[src/rtl/sdram_sim_pkg.sv]
// Purpose : shared types and constants for the simulated SDRAM responder.
// Latency : n/a (declarations only).
// Backpr. : n/a.
package sdram_sim_pkg;

    localparam int SDR_BEATS   = 4;
    localparam int SDR_WORD_W  = 16;
    localparam int SDR_Q_W     = 64;
    localparam int SDR_ADDR_W  = 27;
    localparam int SDR_BE_W    = SDR_Q_W / 8;
    localparam int SDR_WADDR_W = SDR_ADDR_W - 1;

    typedef enum logic [2:0] {
        IDLE,
        REFRESH,
        WAIT,
        BEAT,
        DONE
    } sdr_resp_state_t;

endpackage

[src/rtl/sdr_toggle_responder_if.sv]
// Purpose : toggle req/ack request bus between arbiter (master) and responder (slave).
// Latency : n/a (wires only).
// Backpr. : a request is outstanding while sdr_req != sdr_ack; no new toggle until ack matches.
interface sdr_toggle_responder_if;
    import sdram_sim_pkg::*;

    logic [SDR_ADDR_W-1:0] sdr_addr;   // byte address
    logic [SDR_Q_W-1:0]    sdr_data;   // write data, beat k in [16k+15:16k]
    logic [SDR_BE_W-1:0]   sdr_be;     // byte enables, beat k in [2k+1:2k]
    logic                  sdr_rw;     // 1 = read, 0 = write
    logic                  sdr_req;    // request toggle
    logic                  sdr_ack;    // acknowledge toggle
    logic [SDR_Q_W-1:0]    sdr_q;      // read data

    modport master (
        output sdr_addr, sdr_data, sdr_be, sdr_rw, sdr_req,
        input  sdr_ack, sdr_q
    );

    modport slave (
        input  sdr_addr, sdr_data, sdr_be, sdr_rw, sdr_req,
        output sdr_ack, sdr_q
    );

endinterface

[src/rtl/sdr_refresh_timer.sv]
// Purpose : free-running refresh interval counter raising a sticky refresh_due flag.
// Latency : refresh_due rises on the edge where the counter wraps; clears on the edge clr is high.
// Backpr. : none; refresh_due is held until the responder services it and pulses clr.
// Ports   : clk, reset_n (async active-low), clr (REFRESH exit), refresh_due (out).
module sdr_refresh_timer #(
    parameter int INTERVAL = 780   // 0 disables refresh entirely
) (
    input  logic clk,
    input  logic reset_n,
    input  logic clr,
    output logic refresh_due
);

    logic [31:0] cnt_q, cnt_d;
    logic        due_q, due_d;
    logic        hit;

    always_comb begin
        cnt_d = cnt_q;
        due_d = due_q;
        hit   = 1'b0;
        if (INTERVAL != 0) begin
            hit   = (cnt_q == 32'(INTERVAL - 1));
            cnt_d = hit ? 32'd0 : cnt_q + 32'd1;
        end
        if (clr) begin
            due_d = 1'b0;
        end
        // A wrap coinciding with a clear starts a new interval, so set wins.
        if (hit) begin
            due_d = 1'b1;
        end
    end

    always_ff @(posedge clk or negedge reset_n) begin
        if (!reset_n) begin
            cnt_q <= 32'd0;
            due_q <= 1'b0;
        end else begin
            cnt_q <= cnt_d;
            due_q <= due_d;
        end
    end

    assign refresh_due = due_q;

endmodule

[src/rtl/sdr_toggle_responder.sv]
// Purpose : memory-side responder for the toggle req/ack SDRAM protocol; one 64-bit access as four x16 beats.
// Latency : sample edge to ack edge = CAS_LATENCY+6 (read) / CAS_LATENCY+5 (write), plus any refresh ahead of it.
// Backpr. : one request in flight; extra toggles before ack are not seen until DONE re-exposes the mismatch.
// Ports   : clk, reset_n (async active-low); bus (slave modport: sdr_addr/data/be/rw/req in, sdr_ack/sdr_q out);
//           mem_addr/mem_wdata/mem_be/mem_we/mem_rd out, mem_rdata in (valid 1 cycle after mem_rd); busy out.
// Option  : define SDR_RESP_JITTER_EN to add 0..7 LFSR-chosen extra WAIT cycles per request.
module sdr_toggle_responder
    import sdram_sim_pkg::*;
#(
    parameter int          CAS_LATENCY      = 2,
    parameter int          REFRESH_INTERVAL = 780,
    parameter int          REFRESH_CYCLES   = 8,
    parameter logic [15:0] LFSR_SEED        = 16'hACE1
) (
    input  logic                    clk,
    input  logic                    reset_n,
    sdr_toggle_responder_if.slave   bus,
    output logic [SDR_WADDR_W-1:0]  mem_addr,
    output logic [SDR_WORD_W-1:0]   mem_wdata,
    output logic [1:0]              mem_be,
    output logic                    mem_we,
    output logic                    mem_rd,
    input  logic [SDR_WORD_W-1:0]   mem_rdata,
    output logic                    busy
);

    sdr_resp_state_t        state_q, state_d;
    logic [2:0]             beat_q, beat_d;       // 0..3 strobe beats, 4 = read tail capture
    logic [4:0]             wait_q, wait_d;
    logic [15:0]            rcyc_q, rcyc_d;
    logic [SDR_WADDR_W-1:0] addr_q, addr_d;
    logic [SDR_Q_W-1:0]     data_q, data_d;
    logic [SDR_BE_W-1:0]    be_q, be_d;
    logic                   rw_q, rw_d;
    logic                   req_q, req_d;
    logic                   ack_q, ack_d;
    logic [SDR_Q_W-1:0]     q_q, q_d;
    logic [47:0]            shadow_q, shadow_d;   // beats 0..2 held until beat 3 lands
    logic                   rd_pend_q;
    logic                   refresh_due, refresh_clr;
    logic [4:0]             wait_total;
    logic                   strobe;
    logic [1:0]             bsel, cap_idx, beat_be;
    logic                   unused_addr_lsb;

    assign unused_addr_lsb = bus.sdr_addr[0];

`ifdef SDR_RESP_JITTER_EN
    logic [15:0] lfsr_q, lfsr_d;

    always_comb begin
        lfsr_d = {lfsr_q[14:0], lfsr_q[15] ^ lfsr_q[13] ^ lfsr_q[12] ^ lfsr_q[10]};
    end

    always_ff @(posedge clk or negedge reset_n) begin
        if (!reset_n) lfsr_q <= LFSR_SEED;
        else          lfsr_q <= lfsr_d;
    end

    assign wait_total = 5'(CAS_LATENCY) + {2'b00, lfsr_q[2:0]};
`else
    localparam logic [15:0] UNUSED_SEED = LFSR_SEED;
    assign wait_total = 5'(CAS_LATENCY);
`endif

    sdr_refresh_timer #(
        .INTERVAL    (REFRESH_INTERVAL)
    ) u_refresh (
        .clk         (clk),
        .reset_n     (reset_n),
        .clr         (refresh_clr),
        .refresh_due (refresh_due)
    );

    // Memory strobes are decoded straight from state so reset clears them asynchronously.
    assign strobe    = (state_q == BEAT) && !beat_q[2];
    assign bsel      = beat_q[1:0];
    assign beat_be   = be_q[{bsel, 1'b0} +: 2];
    assign mem_rd    = strobe && rw_q;
    assign mem_we    = strobe && !rw_q && (beat_be != 2'b00);
    assign mem_addr  = strobe ? addr_q + SDR_WADDR_W'(bsel) : '0;
    assign mem_wdata = mem_we ? data_q[{bsel, 4'b0000} +: SDR_WORD_W] : '0;
    assign mem_be    = mem_we ? beat_be : 2'b00;
    // Read data returned now belongs to the beat issued one cycle earlier.
    assign cap_idx   = beat_q[1:0] - 2'd1;

    always_comb begin
        state_d     = state_q;
        beat_d      = beat_q;
        wait_d      = wait_q;
        rcyc_d      = rcyc_q;
        addr_d      = addr_q;
        data_d      = data_q;
        be_d        = be_q;
        rw_d        = rw_q;
        req_d       = req_q;
        ack_d       = ack_q;
        q_d         = q_q;
        shadow_d    = shadow_q;
        refresh_clr = 1'b0;

        // sdr_q is only updated as a whole when the last read beat arrives.
        if (rd_pend_q) begin
            case (cap_idx)
                2'd0:    shadow_d[15:0]  = mem_rdata;
                2'd1:    shadow_d[31:16] = mem_rdata;
                2'd2:    shadow_d[47:32] = mem_rdata;
                default: q_d             = {mem_rdata, shadow_q};
            endcase
        end

        case (state_q)
            IDLE: begin
                if (refresh_due) begin
                    state_d = REFRESH;
                    rcyc_d  = 16'(REFRESH_CYCLES - 1);
                end else if (bus.sdr_req != ack_q) begin
                    addr_d = bus.sdr_addr[SDR_ADDR_W-1:1];
                    data_d = bus.sdr_data;
                    be_d   = bus.sdr_be;
                    rw_d   = bus.sdr_rw;
                    req_d  = bus.sdr_req;
                    beat_d = 3'd0;
                    if (wait_total == 5'd0) begin
                        state_d = BEAT;
                    end else begin
                        state_d = WAIT;
                        wait_d  = wait_total - 5'd1;
                    end
                end
            end
            REFRESH: begin
                if (rcyc_q == 16'd0) begin
                    state_d     = IDLE;
                    refresh_clr = 1'b1;
                end else begin
                    rcyc_d = rcyc_q - 16'd1;
                end
            end
            WAIT: begin
                if (wait_q == 5'd0) begin
                    state_d = BEAT;
                    beat_d  = 3'd0;
                end else begin
                    wait_d = wait_q - 5'd1;
                end
            end
            BEAT: begin
                // Reads spend one extra cycle so the last returned word is captured.
                if (beat_q == (rw_q ? 3'd4 : 3'd3)) begin
                    state_d = DONE;
                end else begin
                    beat_d = beat_q + 3'd1;
                end
            end
            DONE: begin
                ack_d   = req_q;
                state_d = IDLE;
            end
            default: state_d = IDLE;
        endcase
    end

    always_ff @(posedge clk or negedge reset_n) begin
        if (!reset_n) begin
            state_q   <= IDLE;
            beat_q    <= 3'd0;
            wait_q    <= 5'd0;
            rcyc_q    <= 16'd0;
            addr_q    <= '0;
            data_q    <= '0;
            be_q      <= '0;
            rw_q      <= 1'b0;
            req_q     <= 1'b0;
            ack_q     <= 1'b0;
            q_q       <= '0;
            shadow_q  <= '0;
            rd_pend_q <= 1'b0;
        end else begin
            state_q   <= state_d;
            beat_q    <= beat_d;
            wait_q    <= wait_d;
            rcyc_q    <= rcyc_d;
            addr_q    <= addr_d;
            data_q    <= data_d;
            be_q      <= be_d;
            rw_q      <= rw_d;
            req_q     <= req_d;
            ack_q     <= ack_d;
            q_q       <= q_d;
            shadow_q  <= shadow_d;
            rd_pend_q <= mem_rd;
        end
    end

    assign bus.sdr_ack = ack_q;
    assign bus.sdr_q   = q_q;
    assign busy        = (state_q != IDLE);

endmodule

[src/flat_wrapper.sv]
// flat-port wrapper written by rule: the top's interface ports become plain ports
module sdr_toggle_responder_flat import sdram_sim_pkg::*;
#(
    parameter int          CAS_LATENCY      = 2,
    parameter int          REFRESH_INTERVAL = 780,
    parameter int          REFRESH_CYCLES   = 8,
    parameter logic [15:0] LFSR_SEED        = 16'hACE1
)
  (clk, reset_n, mem_addr, mem_wdata, mem_be, mem_we, mem_rd, mem_rdata, busy, bus_sdr_addr, bus_sdr_data, bus_sdr_be, bus_sdr_rw, bus_sdr_req, bus_sdr_ack, bus_sdr_q);
  sdr_toggle_responder_if bus_i ();
  input  logic clk;
  input  logic reset_n;
  output logic [SDR_WADDR_W-1:0] mem_addr;
  output logic [SDR_WORD_W-1:0] mem_wdata;
  output logic [1:0] mem_be;
  output logic mem_we;
  output logic mem_rd;
  input  logic [SDR_WORD_W-1:0] mem_rdata;
  output logic busy;
  input wire logic [$bits(bus_i.sdr_addr)-1:0] bus_sdr_addr;
  input wire logic [$bits(bus_i.sdr_data)-1:0] bus_sdr_data;
  input wire logic [$bits(bus_i.sdr_be)-1:0] bus_sdr_be;
  input wire logic [$bits(bus_i.sdr_rw)-1:0] bus_sdr_rw;
  input wire logic [$bits(bus_i.sdr_req)-1:0] bus_sdr_req;
  output wire logic [$bits(bus_i.sdr_ack)-1:0] bus_sdr_ack;
  output wire logic [$bits(bus_i.sdr_q)-1:0] bus_sdr_q;
  assign bus_i.sdr_addr = bus_sdr_addr;
  assign bus_i.sdr_data = bus_sdr_data;
  assign bus_i.sdr_be = bus_sdr_be;
  assign bus_i.sdr_rw = bus_sdr_rw;
  assign bus_i.sdr_req = bus_sdr_req;
  assign bus_sdr_ack = bus_i.sdr_ack;
  assign bus_sdr_q = bus_i.sdr_q;
  sdr_toggle_responder #(.CAS_LATENCY(CAS_LATENCY), .REFRESH_INTERVAL(REFRESH_INTERVAL), .REFRESH_CYCLES(REFRESH_CYCLES), .LFSR_SEED(LFSR_SEED)) u_core (.clk(clk), .reset_n(reset_n), .bus(bus_i), .mem_addr(mem_addr), .mem_wdata(mem_wdata), .mem_be(mem_be), .mem_we(mem_we), .mem_rd(mem_rd), .mem_rdata(mem_rdata), .busy(busy));
endmodule
[config.mk]
export PLATFORM = sky130hd
export DESIGN_NAME = sdr_toggle_responder_flat
export DESIGN_NICKNAME = d
export VERILOG_FILES = /design/src/rtl/sdram_sim_pkg.sv /design/src/rtl/sdr_toggle_responder_if.sv /design/src/rtl/sdr_refresh_timer.sv /design/src/rtl/sdr_toggle_responder.sv /design/src/flat_wrapper.sv
export SDC_FILE = /design/constraint.sdc
export NUM_CORES = 1
export LEC_CHECK = 0
export CORE_MARGIN = 3
export CORE_UTILIZATION = 31
export DETAILED_ROUTE_END_ITERATION = 8
export PLACE_DENSITY = 0.55
export SETUP_SLACK_MARGIN = 0.15
export SYNTH_ARGS = -nofsm -noshare
export SYNTH_HDL_FRONTEND = slang
export SYNTH_SLANG_ARGS = --single-unit
[constraint.sdc]
create_clock -name clk -period 3.94 [get_ports clk]
set_clock_uncertainty 0.15 [all_clocks]
set_input_delay 0.788 -clock clk [delete_from_list [all_inputs] [get_ports clk]]
set_output_delay 0.788 -clock clk [all_outputs]
set_load 0.03 [all_outputs]
# == Yosys cells after proc, flatten, opt, wreduce, memory -nomap -nowiden ==
# Index checks and enable logic that the tools add are counted.
# word_totals
register_bits,274
latch_bits,0
mem_bits_rw,0
romBits,0
inputBits,119
output_inout_bits,112
wordCells,99
n_memories,0
# classes
n_addsub,6
mul,0
div_mod_pow,0
magnitude_cmp,0
eq_ne,19
n_shift,2
muxes,27
bitwise,2
n_reduce_logical,26
# ops
op,count
indexed part select 64 x 7 -> 16 bit,1
two-way mux 16 bit,3
"adder 32 x 1 -> 32 bit, second input constant",1
"== test 32 x 10 -> 1 bit, second input constant",1
two-way mux 32 bit,1
one-hot mux 16 bit (2 select lines),1
two-way mux 3 bit,10
adder 26 x 2 -> 26 bit,1
two-way mux 26 bit,1
logical NOT 16 bit,1
"subtractor 16 x 1 -> 16 bit, second input constant",1
two-way mux 5 bit,3
"inequality test 2 bit, second input constant",6
one-hot mux 3 bit (4 select lines),1
one-hot mux 5 bit (2 select lines),1
one-hot mux 3 bit (3 select lines),1
AND reduction 2 bit,4
AND reduction 4 bit,2
nonzero test 2 bit,4
indexed part select 8 x 4 -> 2 bit,1
"== test 3 x 2 -> 1 bit, second input constant",2
"inequality test 2 x 1 -> 1 bit, second input constant",3
AND reduction 3 bit,2
nonzero test 3 bit,2
20 further kinds,28

# == Longest topological paths before layout ==
# Gate-level depths: netlist of run 1.
# depth
depth_word,5
mapped_depth,9
ltp_nobuf,8

# == Hierarchy ==
# A second synthesis of run 1 with hierarchy kept.
# hier_totals
cells_unflattened,1121
area_unflattened_um2,12264.3
# by_module_without_submodules
module,instances,cells_each,area_each_um2,seq_area_each_um2
sdr_toggle_responder,1,980,10701.5,6030.8
sdr_refresh_timer,1,141,1562.7,825.8

# == Worst setup path after synthesis of run 1 ==
# OpenSTA, ideal clock, no wires.
# synth_timing
path_kind,reg2out
startpoint,register u_core.beat_q[1]
endpoint,output mem_addr[20]
arrival_time_ns,3.122
t_required_ns,3.002
setup_slack_ns,-0.120
path_stages_with_launch,10
path_buffers,2
cell_sequence,dfrtp_1 buf_1 buf_1 inv_1 fa_1 nand4b_1 nor4_1 nand4_1 xor2_1 nor2_1
# synth_between
elab_chain_len,2
# synth_lines
item,line,rtl
start: declaration,sdr_toggle_responder.sv:28,"logic [2:0] beat_q, beat_d;"
start signal: assignment,sdr_toggle_responder.sv:181,beat_q <= beat_d;
adder 26 x 2 -> 26 bit,sdr_toggle_responder.sv:81,assign mem_addr = strobe ? addr_q + SDR_WADDR_W'(bsel) : '0;
two-way mux 26 bit,sdr_toggle_responder.sv:81,
end: declaration,flat_wrapper.sv:13,output logic [SDR_WADDR_W-1:0] mem_addr;
# Every way passes these cells.

# == Worst setup path after layout of run 1 ==
# layout_timing
startpoint,register u_core.beat_q[0]
endpoint,output mem_addr[24]
# The elaborated chain is that of the path after synthesis.

==> Implementation_results.wiki, run 1 <==
{| class="wikitable"
! Metric !! Value
|-
| Final Slew Violations || 0
|-
| DR WL/cell || 15.71 µm
|-
| Reg2Reg Launch Point || u_core.state_q[0]
|-
| NetSw || 4.644 mW
|-
| TritonCTS clock tree || yes
|-
| Hold violation total from the final report || 0
|-
| TritonCTS Sinks || 274
|-
| GRT overflow || 0
|-
| Via total after detailed routing || 8821
|-
| Min cycle time layout || 3.741 ns
|-
| Distinct cell type count after synthesis || 46
|-
| Nature of the critical path startpoint || flop
|-
| Final standard cell area without fillers || 16110 µm²
|-
| Internal portion of total power || 7.913 mW
|-
| Number of cell rows || 71
|-
| Effective utilization at floorplan || 31.83%
|-
| Clock share of power || 21.2%
|-
| Post-Place Cell Area || 15050 µm²
|-
| Routability cong. || 0.7948
|-
| Relative slew slack || 31.19%
|-
| DIE AREA || 41540 µm²
|-
| Placeable core region || 38110 µm²
|-
| Setup repair after global routing missed its margin || yes
|-
| Footprint of the flip-flops and latches || 6858 µm²
|-
| Peak clock frequency supported by timing || 267.3 MHz
|-
| Fill cell count || 3675
|-
| Count of H-tree levels built during CTS || 1
|-
| Most area-hungry cell type in the Yosys netlist || sky130_fd_sc_hd__dfrtp_1
|-
| Maximum count of clock buffers along a single path || 3
|-
| Wirelength, routed || 29810 µm
|-
| Cell area after synthesis || 12130 µm²
|-
| Footprint of the multi-input gates || 5120 µm²
|-
| Buffer type at the clock tree root || sky130_fd_sc_hd__clkbuf_16
|-
| Placed cell count || between 1500 and 2000
|-
| Top flip-flop cell by instance count after synthesis || sky130_fd_sc_hd__dfrtp_1
|-
| Number of detailed-route iterations in the first pass || 5
|-
| Category of the most critical setup path || reg2out
|-
| CTS buffer count || 31
|-
| Layout overhead on the synthesized area || 32.84%
|-
| FF-to-FF path depth || 7
|-
| Final WS setup || approximately 0.2 ns
|-
| Maximum number of pins on one net before global-route repair || 100
|-
| Reported leakage power || 7.281 nW
|-
| Tightest Pin Transition || 1.032 ns
|-
| Antenna Nets Post-Route || 0
|-
| Synthesis-stage register bit count || 274
|-
| Height of the die || 203.8 µm
|-
| GRT Resource Usage Total || 14.24%
|-
| Antenna violations before repair || 2
|-
| Total of buffers placed on input and output ports || between 200 and 250
|-
| Chip width || slightly above 200 µm
|-
| Max FO, Critical Path || 5
|-
| Vias in the first global route || just over 9000
|-
| Peak supply drop || 0.3362 mV
|-
| Hold Crit Class || in2async
|-
| Number of buffers inserted for hold repair after clock tree synthesis || 0
|-
| Async set-reset flop share out of synthesis || 100.0%
|-
| Share of power burned in combinational logic || between 40% and 50%
|-
| Share of synthesized area occupied by flip-flops and latches || 56.52%
|-
| Largest cells by area after synthesis || sky130_fd_sc_hd__dfrtp_1 (57%), sky130_fd_sc_hd__mux2_2 (10%), sky130_fd_sc_hd__nand2_1 (10%)
|-
| Power per Cell Area || approximately 800 nW/µm²
|-
| Run status || completed
|-
| Average instance area after synthesis || 10.84 µm²
|-
| Maxcap violations || 0
|-
| Post-Place Worst Slack || 0.5745 ns
|-
| Clock latency at the later pin of the worst-skew pair || 0.57 ns
|-
| Number of nets in the finished design || 1493
|-
| Drt via density || 4.650
|-
| Total power || 12.56 mW
|-
| Top-level I/O count || 231
|-
| Critical path capture point type || output port
|-
| Final critical-path share of the clock period || 94.95%
|-
| Ratio of cells with drive above 1 in the final layout || 17.69%
|-
| Number of synthesized flops with an enable pin || 0
|-
| R2R setup slack || around 1.5 ns
|-
| Filler-free cell count of the finished design || between 1500 and 2000
|-
| Most numerous cell types in the synthesized netlist || sky130_fd_sc_hd__nand2_1 (325), sky130_fd_sc_hd__dfrtp_1 (274), sky130_fd_sc_hd__mux2_2 (113), sky130_fd_sc_hd__nor2_1 (66), sky130_fd_sc_hd__clkbuf_1 (39)
|-
| Clock transition at the registers of the reported paths || 0.06 ns
|-
| Fraction of power spent switching nets || ~37%
|-
| Net Count, Synth || 1248
|-
| Reg-to-reg endpoint || u_core.data_q[55]
|-
| Number of setup violations in the final report || 0
|-
| Sequential Power Share || between 30% and 40%
|-
| Required time reported for the critical path endpoint || approximately 3 ns
|-
| Setup TNS after final layout || 0 ns
|-
| Number of instances in the synthesized netlist || 1119
|-
| DRC violations left || 0
|-
| Dominant cell by count in the synthesized netlist || sky130_fd_sc_hd__nand2_1
|-
| Top cell type's share of synthesized area || 56.52%
|-
| Global-route wire length before repair || ~49000 µm
|-
| Count of warnings emitted by yosys || 0
|-
| Arrival time of the worst setup path || 2.80 ns
|-
| Number of design-rule violations left by the first detailed-router iteration || 439
|-
| Post-detailed-placement half-perimeter wirelength || 20570 µm
|}
==> routing by layer <==
metal	wire [µm]	GRT usage, %
met4	503	3.122
met5	13	0
met1	13770	19.82
met2	13390	22.14
met3	2122	4.204
==> how the worst max path moves through the flow <==
stage | start | end | slack [ns] | cells past startpoint
2_1_floorplan | u_core.beat_q[1] | mem_addr[20] | 0.16 | 9
3_3_place_gp | u_core.beat_q[0] | mem_addr[24] | 0.55 | 9
4_1_cts | u_core.beat_q[0] | mem_addr[24] | 0.11 | 11
5_1_grt | u_core.beat_q[0] | mem_addr[20] | 0.07 | 11
3_5_place_dp | u_core.beat_q[0] | mem_addr[24] | 0.57 | 9
6_report | u_core.beat_q[0] | mem_addr[24] | 0.20 | 11
==> per-stage QoR <==
stage	utilization, %	hold slack (ns)
5_1_grt	42.28	0.04372
2_1_floorplan	-	0.2903
3_5_place_dp	39.49	0.3086
4_1_cts	42.14	0.02352
3_3_place_gp	39.49	0.3016
6_report	42.28	0.02879
==> cell families after synthesis <==
logic type / synth area share, %
simple gates: 19.56
flops: 56.52
mux: 13.83
xor+xnor: 4.693
buf+inv: 1.805
compound gates: 2.496
fa+ha+maj: 1.093
==> power groups by stage <==
stage	registers [mW]	clock network (mW)	logic, mW
after floorplan	5.24	0	2.73
after global placement	4.71	0	5.16
after detailed placement	4.76	0	5.21
after CTS	4.71	2.78	5.26
after global routing	4.87	2.89	5.67
final	4.70	2.66	5.19
==> cell usage in the layout, fill, tap and decap left out, drive strengths merged, types with 7 or more instances in the layout <==
cell type,Yosys,final
nor4,12,12
clkdlybuf4s50,0,192
xnor2,33,33
nand2,325,325
nand3,24,24
nand4,20,20
inv,14,16
buf,5,44
o21ai,13,13
a21oi,15,15
mux2,113,113
dfrtp,274,274
nor2b,17,17
dlygate4sd2,0,18
mux4,18,18
and2,9,9
or4,7,7
clkbuf,39,45
ha,9,9
xor2,32,32
nor2,67,67
nor3,12,12
or3,9,9
==> critical path, cell delays in order, from the launching register on <==
cell	delay, ns
sky130_fd_sc_hd__dfrtp_2	0.36
sky130_fd_sc_hd__buf_6	0.10
sky130_fd_sc_hd__ha_4	0.12
sky130_fd_sc_hd__inv_2	0.03
sky130_fd_sc_hd__fa_2	0.33
sky130_fd_sc_hd__nand4b_1	0.26
sky130_fd_sc_hd__nor4_4	0.30
sky130_fd_sc_hd__buf_4	0.18
sky130_fd_sc_hd__nand4_1	0.11
sky130_fd_sc_hd__xor2_1	0.17
sky130_fd_sc_hd__nor2_2	0.12
sky130_fd_sc_hd__buf_6	0.14
==> cell type report <==
class	instances	share of cell area (%)
Sequential cell	274	42.56
Multi-Input combinational cell	787	31.77
Clock inverter	9	0.4115
Antenna cell	1	0.01553
Timing Repair Buffer	256	15.50
Clock buffer	45	5.451
Tap cell	511	3.968
Inverter	14	0.3261
==> sequential cells by signal, summed over array words and instances (netlist names) <==
signal,flops
u_core.addr_q,26
u_core.be_q,8
u_core.beat_q,3
u_core.bus.sdr_ack,1
u_core.bus.sdr_q,64
u_core.data_q,64
u_core.rcyc_q,16
u_core.rd_pend_q,1
u_core.req_q,1
u_core.rw_q,1
u_core.shadow_q,48
u_core.state_q,3
u_core.u_refresh.cnt_q,32
u_core.u_refresh.refresh_due,1
u_core.wait_q,5
==> what timing repair did <==
item / CTS / global route
buffers inserted: 7 / 4
pin swaps: 4 / 7
endpoints found under the setup margin: 25 / 27
resized for setup: 25 / 8
Note: power is estimated with default switching activity, not from simulation.
==> run 2, diff against run 1 <==
Settings changed: CORE_UTILIZATION 31 to 30, MAX_ROUTING_LAYER from default to met4, PLACE_DENSITY 0.55 to 0.54.
==> run 2 against run 1 <==
- sequential power about the same
- total power up 4.7%
- via count down 0.49%
- global-route usage up 0.15 points
- final cell count up 0.79%
- clock power up 23%
- cell area up 1.5%
- sequential cell count unchanged
- core utilization down 1.2 points
- register-to-register slack better by 0.08 ns
- critical path depth down 3
- maximum frequency down 0.12%
- largest power group unchanged
==> Implementation_results.wiki, run 2 (synthesized netlist as in run 1, its figures left out) <==
{| class="wikitable"
! Metric !! Value
|-
| Launching element of the worst setup path || u_core.beat_q[1]
|-
| Total of buffers placed on input and output ports || 229
|-
| Layout overhead on the synthesized area || 34.82%
|-
| Nature of the critical path startpoint || flop
|-
| Tightest Pin Transition || 0.9835 ns
|-
| Critical Path Stages || 8
|-
| Number of nets in the finished design || 1491
|-
| Post-Place Worst Slack || 0.5196 ns
|-
| Peak clock frequency supported by timing || 267.0 MHz
|-
| Antenna violations before repair || 1
|-
| DRC violations left || 0
|-
| Maximum number of pins on one net before global-route repair || 105
|-
| Reg-to-reg endpoint || u_core.data_q[0]
|-
| R2R setup slack || between 1.5 and 2 ns
|-
| Fill cell count || 3913
|-
| Wirelength, routed || 30060 µm
|-
| Min cycle time layout || 3.746 ns
|-
| Final critical-path share of the clock period || between 90% and 100%
|-
| Height of the die || roughly 210 µm
|-
| Footprint of the multi-input gates || 5117 µm²
|-
| Leading cell type in the layout, fill and taps excluded || sky130_fd_sc_hd__nand2_1
|-
| Number of setup violations in the final report || 0
|-
| Reported leakage power || 7.432 nW
|-
| Post-layout utilization of the core || roughly 41%
|-
| Arrival time of the worst setup path || 2.81 ns
|-
| Commonest cells after routing, fill and taps aside || sky130_fd_sc_hd__nand2_1 (324), sky130_fd_sc_hd__dfrtp_1 (274), sky130_fd_sc_hd__clkdlybuf4s50_1 (193), sky130_fd_sc_hd__mux2_2 (113), sky130_fd_sc_hd__nor2_1 (60)
|-
| Vias in the first global route || a little over 9000
|-
| Global-route wire length before repair || 49390 µm
|-
| GRT overflow || 0
|-
| Number of cell rows || between 70 and 80
|-
| Maxcap violations || 0
|-
| Post-Place Cell Area || 15100 µm²
|-
| Setup TNS after final layout || 0 ns
|-
| Routability cong. || 0.7925
|-
| Number of detailed-route iterations in the first pass || 5
|-
| Bufs and invs on worst path || 2
|-
| Final WS setup || 0.1944 ns
|-
| Maximum count of clock buffers along a single path || 3
|-
| Relative slew slack || 34.27%
|-
| Worst path cell trace || ha_1 -> a21o_1 -> nor4b_4 -> buf_4 -> nand4_1 -> xor2_1 -> nor2_1 -> clkdlybuf4s50_1
|-
| Power per Cell Area || 803.9 nW/µm²
|-
| Cell with the biggest individual delay on the critical path || sky130_fd_sc_hd__clkdlybuf4s50_1
|-
| Drt via density || 4.591
|-
| DIE AREA || approximately 43000 µm²
|-
| Post-detailed-placement half-perimeter wirelength || slightly above 20000 µm
|-
| Footprint of the flip-flops and latches || between 6000 and 7000 µm²
|-
| Hold violation total from the final report || 0
|-
| Reg2Reg Launch Point || u_core.state_q[0]
|-
| Number of buffers inserted for hold repair after clock tree synthesis || 0
|-
| Run status || completed
|-
| FF-to-FF path depth || 6
|-
| Clock latency at the later pin of the worst-skew pair || 0.53 ns
|-
| Setup repair after global routing missed its margin || yes
|-
| TritonCTS clock tree || yes
|-
| Chip width || slightly above 200 µm
|-
| Count of H-tree levels built during CTS || 2
|-
| Effective utilization at floorplan || 30.46%
|-
| Endpoint of the most critical setup path || mem_addr[15]
|-
| Hold Crit Class || in2async
|-
| DR WL/cell || around 16 µm
|-
| Category of the most critical setup path || reg2out
|-
| Via total after detailed routing || between 8000 and 9000
|-
| Required time reported for the critical path endpoint || 3.00 ns
|-
| Placeable core region || 39820 µm²
|-
| Final standard cell area without fillers || approximately 16000 µm²
|-
| Antenna Nets Post-Route || 0
|-
| Top-level I/O count || 231
|-
| Max FO, Critical Path || 8
|-
| Slowest stage delay, CP || 0.68 ns
|-
| CTS buffer count || 34
|-
| GRT Resource Usage Total || 14.39%
|-
| Filler-free cell count of the finished design || 1912
|-
| Placed cell count || 1845
|-
| Number of design-rule violations left by the first detailed-router iteration || around 480
|-
| TritonCTS Sinks || 274
|-
| Peak supply drop || 0.3623 mV
|-
| Critical path capture point type || output port
|-
| Cell family with the largest share of critical-path delay || buffers and inverters
|-
| Clock transition at the registers of the reported paths || 0.06 ns
|-
| Ratio of cells with drive above 1 in the final layout || 17.60%
|-
| Buffer type at the clock tree root || sky130_fd_sc_hd__clkbuf_16
|-
| Final Slew Violations || 0
|}
==> run 2: changes by cell type in the layout (fill, tap and decap cells not counted), sizes merged, moves of 2 or more <==
cell	delta
buf	-10
bufinv	+5
dlymetal6s2s	+5
clkbuf	+2
dlygate4sd2	-2
inv	-2
==> run 2: worst min path at each step <==
| stage | startpoint | endpoint | slack [ns] | cells after the start |
|---|---|---|---|---|
| after floorplan | u_core.be_q[4] | u_core.be_q[4] | 0.29 | 2 |
| after global placement | u_core.data_q[43] | u_core.data_q[43] | 0.30 | 2 |
| after detailed placement | u_core.data_q[39] | u_core.data_q[39] | 0.31 | 2 |
| after CTS | reset_n | u_core.shadow_q[2] | 0.11 | 1 |
| after global routing | reset_n | u_core.shadow_q[44] | 0.13 | 1 |
| final | reset_n | u_core.bus.sdr_q[44] | 0.09 | 1 |
==> run 2: repair_timing <==
item | CTS | global route
resized for setup | 19 | 14
pin swaps | 1 | 1
setup endpoints to repair | 27 | 17
setup buffers | 2 | 4
==> run 2: layout make-up <==
type                            count  share of cell area, %
Clock buffer                       46                  5.853
Multi-Input combinational cell    787                  31.29
Tap cell                          525                  4.017
Inverter                           14                 0.3213
Clock inverter                     14                  1.385
Antenna cell                        1                0.01530
Sequential cell                   274                  41.92
Timing Repair Buffer              251                  15.19
==> run 2: per-stage QoR <==
| step | power (mW) | hold WS, ns |
|---|---|---|
| global route | 14.00 | 0.1334 |
| detailed placement | 9.984 | 0.3070 |
| floorplan | 7.963 | 0.2903 |
| CTS | 13.33 | 0.1073 |
| global placement | 9.876 | 0.3029 |
| finish | 13.15 | 0.09038 |
==> run 2: where the power goes <==
group / switching [mW] / total (mW) / internal, mW
Sequential: 0.714 / 4.70 / 3.99
Combinational: 2.80 / 5.17 / 2.37
Clock: 1.24 / 3.28 / 2.04
Total: 4.75 / 13.1 / 8.40
==> run 2: per-layer routing <==
metal | track usage, % | share of wire, %
met2 | 21.76 | 45
met3 | 4.559 | 6.8
met1 | 18.87 | 47
met4 | 3.675 | 2.1
met5 | - | 0
==> run 3, diff against run 2 <==
Settings changed: RECOVER_POWER from default to 50.
==> run 3 against run 2 <==
- routed wire length down 0.10%
- via count hardly changed
- die area did not move
- critical endpoint unchanged
- the flow now finishes with violations (max-capacitance violations, max-slew violations)
- largest power group unchanged
- register-to-register slack worse by 1.1 ns
==> Implementation_results.wiki, run 3 (synthesized netlist as in run 1, its figures left out) <==
{| class="wikitable"
! Metric !! Value
|-
| Routability cong. || 0.7925
|-
| Cell with the biggest individual delay on the critical path || sky130_fd_sc_hd__clkdlybuf4s50_1
|-
| Total of buffers placed on input and output ports || 229
|-
| Power per Cell Area || 805.8 nW/µm²
|-
| Buffer type at the clock tree root || sky130_fd_sc_hd__clkbuf_16
|-
| Reg-to-reg endpoint || u_core.be_q[2]
|-
| Number of cell rows || between 70 and 80
|-
| Maxcap violations || 2
|-
| Setup repair after global routing missed its margin || yes
|-
| Hold violation total from the final report || 0
|-
| Worst path cell trace || ha_1 -> a21o_1 -> nor4b_4 -> buf_4 -> nand4_1 -> xor2_1 -> nor2_1 -> clkdlybuf4s50_1
|-
| Clock transition at the registers of the reported paths || 0.05 ns
|-
| Number of nets in the finished design || 1491
|-
| Commonest cells after routing, fill and taps aside || sky130_fd_sc_hd__nand2_1 (324), sky130_fd_sc_hd__dfrtp_1 (274), sky130_fd_sc_hd__clkdlybuf4s50_1 (193), sky130_fd_sc_hd__mux2_2 (113), sky130_fd_sc_hd__nor2_1 (60)
|-
| Post-detailed-placement half-perimeter wirelength || 20490 µm
|-
| Total power || 13.13 mW
|-
| Maximum count of clock buffers along a single path || 3
|-
| Clock latency at the later pin of the worst-skew pair || 0.53 ns
|-
| Number of buffers inserted for hold repair after clock tree synthesis || 0
|-
| Required time reported for the critical path endpoint || 3.00 ns
|-
| Slowest stage delay, CP || 0.68 ns
|-
| Fill cell count || 3919
|-
| Violated checks || max-capacitance violations, max-slew violations
|-
| Cell family with the largest share of critical-path delay || buffers and inverters
|-
| Peak clock frequency supported by timing || 267.0 MHz
|-
| Ratio of cells with drive above 1 in the final layout || 17.32%
|-
| Share of power burned in combinational logic || 39.2%
|-
| Clock share of power || 25.0%
|-
| Launching element of the worst setup path || u_core.beat_q[1]
|-
| Vias in the first global route || 9154
|-
| Chip width || 207.1 µm
|-
| Tightest Pin Transition || 2.232 ns
|-
| FF-to-FF path depth || 7
|-
| Via total after detailed routing || 8773
|-
| DIE AREA || 42880 µm²
|-
| Reg2Reg Launch Point || u_core.state_q[0]
|-
| Max FO, Critical Path || 8
|-
| Effective utilization at floorplan || a little over 30%
|-
| Number of setup violations in the final report || 0
|-
| Drt via density || 4.588
|-
| Min cycle time layout || 3.746 ns
|-
| TritonCTS clock tree || yes
|-
| Peak supply drop || 0.3623 mV
|-
| CTS buffer count || 34
|-
| Critical path capture point type || output port
|-
| Global-route wire length before repair || 49390 µm
|-
| Final critical-path share of the clock period || 95.07%
|-
| GRT Resource Usage Total || 14.39%
|-
| Placed cell count || 1845
|-
| Reported leakage power || 7.406 nW
|-
| Bufs and invs on worst path || 2
|-
| Nature of the critical path startpoint || flop
|-
| DR WL/cell || 15.70 µm
|-
| TritonCTS Sinks || between 200 and 300
|-
| Count of H-tree levels built during CTS || 2
|-
| Top-level I/O count || 231
|-
| Wirelength, routed || 30030 µm
|-
| Maximum number of pins on one net before global-route repair || approximately 110
|-
| Sequential Power Share || 35.8%
|-
| Setup TNS after final layout || 0 ns
|-
| R2R setup slack || 0.42 ns
|-
| Height of the die || 207.1 µm
|-
| DRC violations left || 0
|-
| Number of detailed-route iterations in the first pass || 4
|-
| Fraction of power spent switching nets || 36.15%
|-
| Filler-free cell count of the finished design || ~1900
|-
| Layout overhead on the synthesized area || 34.35%
|-
| Internal portion of total power || 8.385 mW
|-
| Endpoint of the most critical setup path || mem_addr[15]
|-
| Number of design-rule violations left by the first detailed-router iteration || 461
|-
| NetSw || around 4.7 mW
|-
| Arrival time of the worst setup path || around 2.8 ns
|-
| GRT overflow || 0
|-
| Relative slew slack || -48.82%
|-
| Final Slew Violations || between 150 and 200
|-
| Placeable core region || between 30000 and 40000 µm²
|-
| Antenna Nets Post-Route || 0
|-
| Run status || finished with violations
|-
| Hold Crit Class || reg2reg
|-
| Category of the most critical setup path || reg2out
|-
| Leading cell type in the layout, fill and taps excluded || sky130_fd_sc_hd__nand2_1
|-
| Antenna violations before repair || 1
|-
| Critical Path Stages || 8
|}
[run 3: area by class of cell]
class | instances | area (µm²) | share of cell area [%]
Antenna cell | 1 | 2.502 | 0.01536
Clock buffer | 46 | 957.2 | 5.873
Clock inverter | 14 | 226.5 | 1.390
Inverter | 14 | 52.55 | 0.3225
Multi-Input combinational cell | 787 | 5114 | 31.38
Sequential cell | 274 | 6857 | 42.07
Tap cell | 525 | 656.9 | 4.031
Timing Repair Buffer | 251 | 2431 | 14.92
[run 3: worst register-to-register path, cell delays in order (launching register included)]
cell                       delay (ns)
sky130_fd_sc_hd__dfrtp_1         0.37
sky130_fd_sc_hd__clkbuf_1        0.26
sky130_fd_sc_hd__nor2_1          0.55
sky130_fd_sc_hd__nand2_1         0.21
sky130_fd_sc_hd__nor2_4          0.10
sky130_fd_sc_hd__buf_2           1.39
sky130_fd_sc_hd__nand2_1         0.29
sky130_fd_sc_hd__nand2_1         0.12
[run 3: what timing repair did]
| action | in CTS | in global routing |
|---|---|---|
| setup endpoints to repair | 27 | 17 |
| gates resized for setup | 19 | 14 |
| pin swaps | 1 | 1 |
| buffers inserted | 2 | 4 |
[run 3: layer usage]
metal / track usage, % / up-vias / part of all wire [%]
met4: 3.675 / 0 / 2.1
met1: 18.87 / 4247 / 47
met5: - / - / 0
met2: 21.76 / 210 / 44
met3: 4.559 / 47 / 6.6
li1: - / 4269 / -
[run 3: worst min path at each step]
stage / startpoint / slack (ns) / cells after the start / endpoint
after CTS: reset_n / 0.11 / 1 / u_core.shadow_q[2]
final: u_core.u_refresh.cnt_q[31] / 0.32 / 1 / u_core.u_refresh.cnt_q[31]
after detailed placement: u_core.data_q[39] / 0.31 / 2 / u_core.data_q[39]
after floorplan: u_core.be_q[4] / 0.29 / 2 / u_core.be_q[4]
after global placement: u_core.data_q[43] / 0.30 / 2 / u_core.data_q[43]
after global routing: u_core.data_q[39] / 0.34 / 2 / u_core.data_q[39]
[run 3: per-stage QoR]
step                hold slack (ns)  setup slack (ns)  area [µm²]  utilization (%)
finish                       0.3193            0.1942       16300            40.92
global route                 0.3353          0.008290       16300            40.92
CTS                          0.1073            0.1160       16290            40.91
detailed placement           0.3070            0.5196       15100            37.92
global placement             0.3029            0.5395       15100            37.92
floorplan                    0.2903            0.1591       12150                -
[run 3: power by group through the flow]
stage                     Clock [mW]  Sequential (mW)  Combinational (mW)
final                           3.28             4.70                5.15
after detailed placement           0             4.74                5.24
after floorplan                    0             5.24                2.73
after global routing            3.52             4.86                5.60
after CTS                       3.40             4.70                5.23
after global placement             0             4.69                5.18
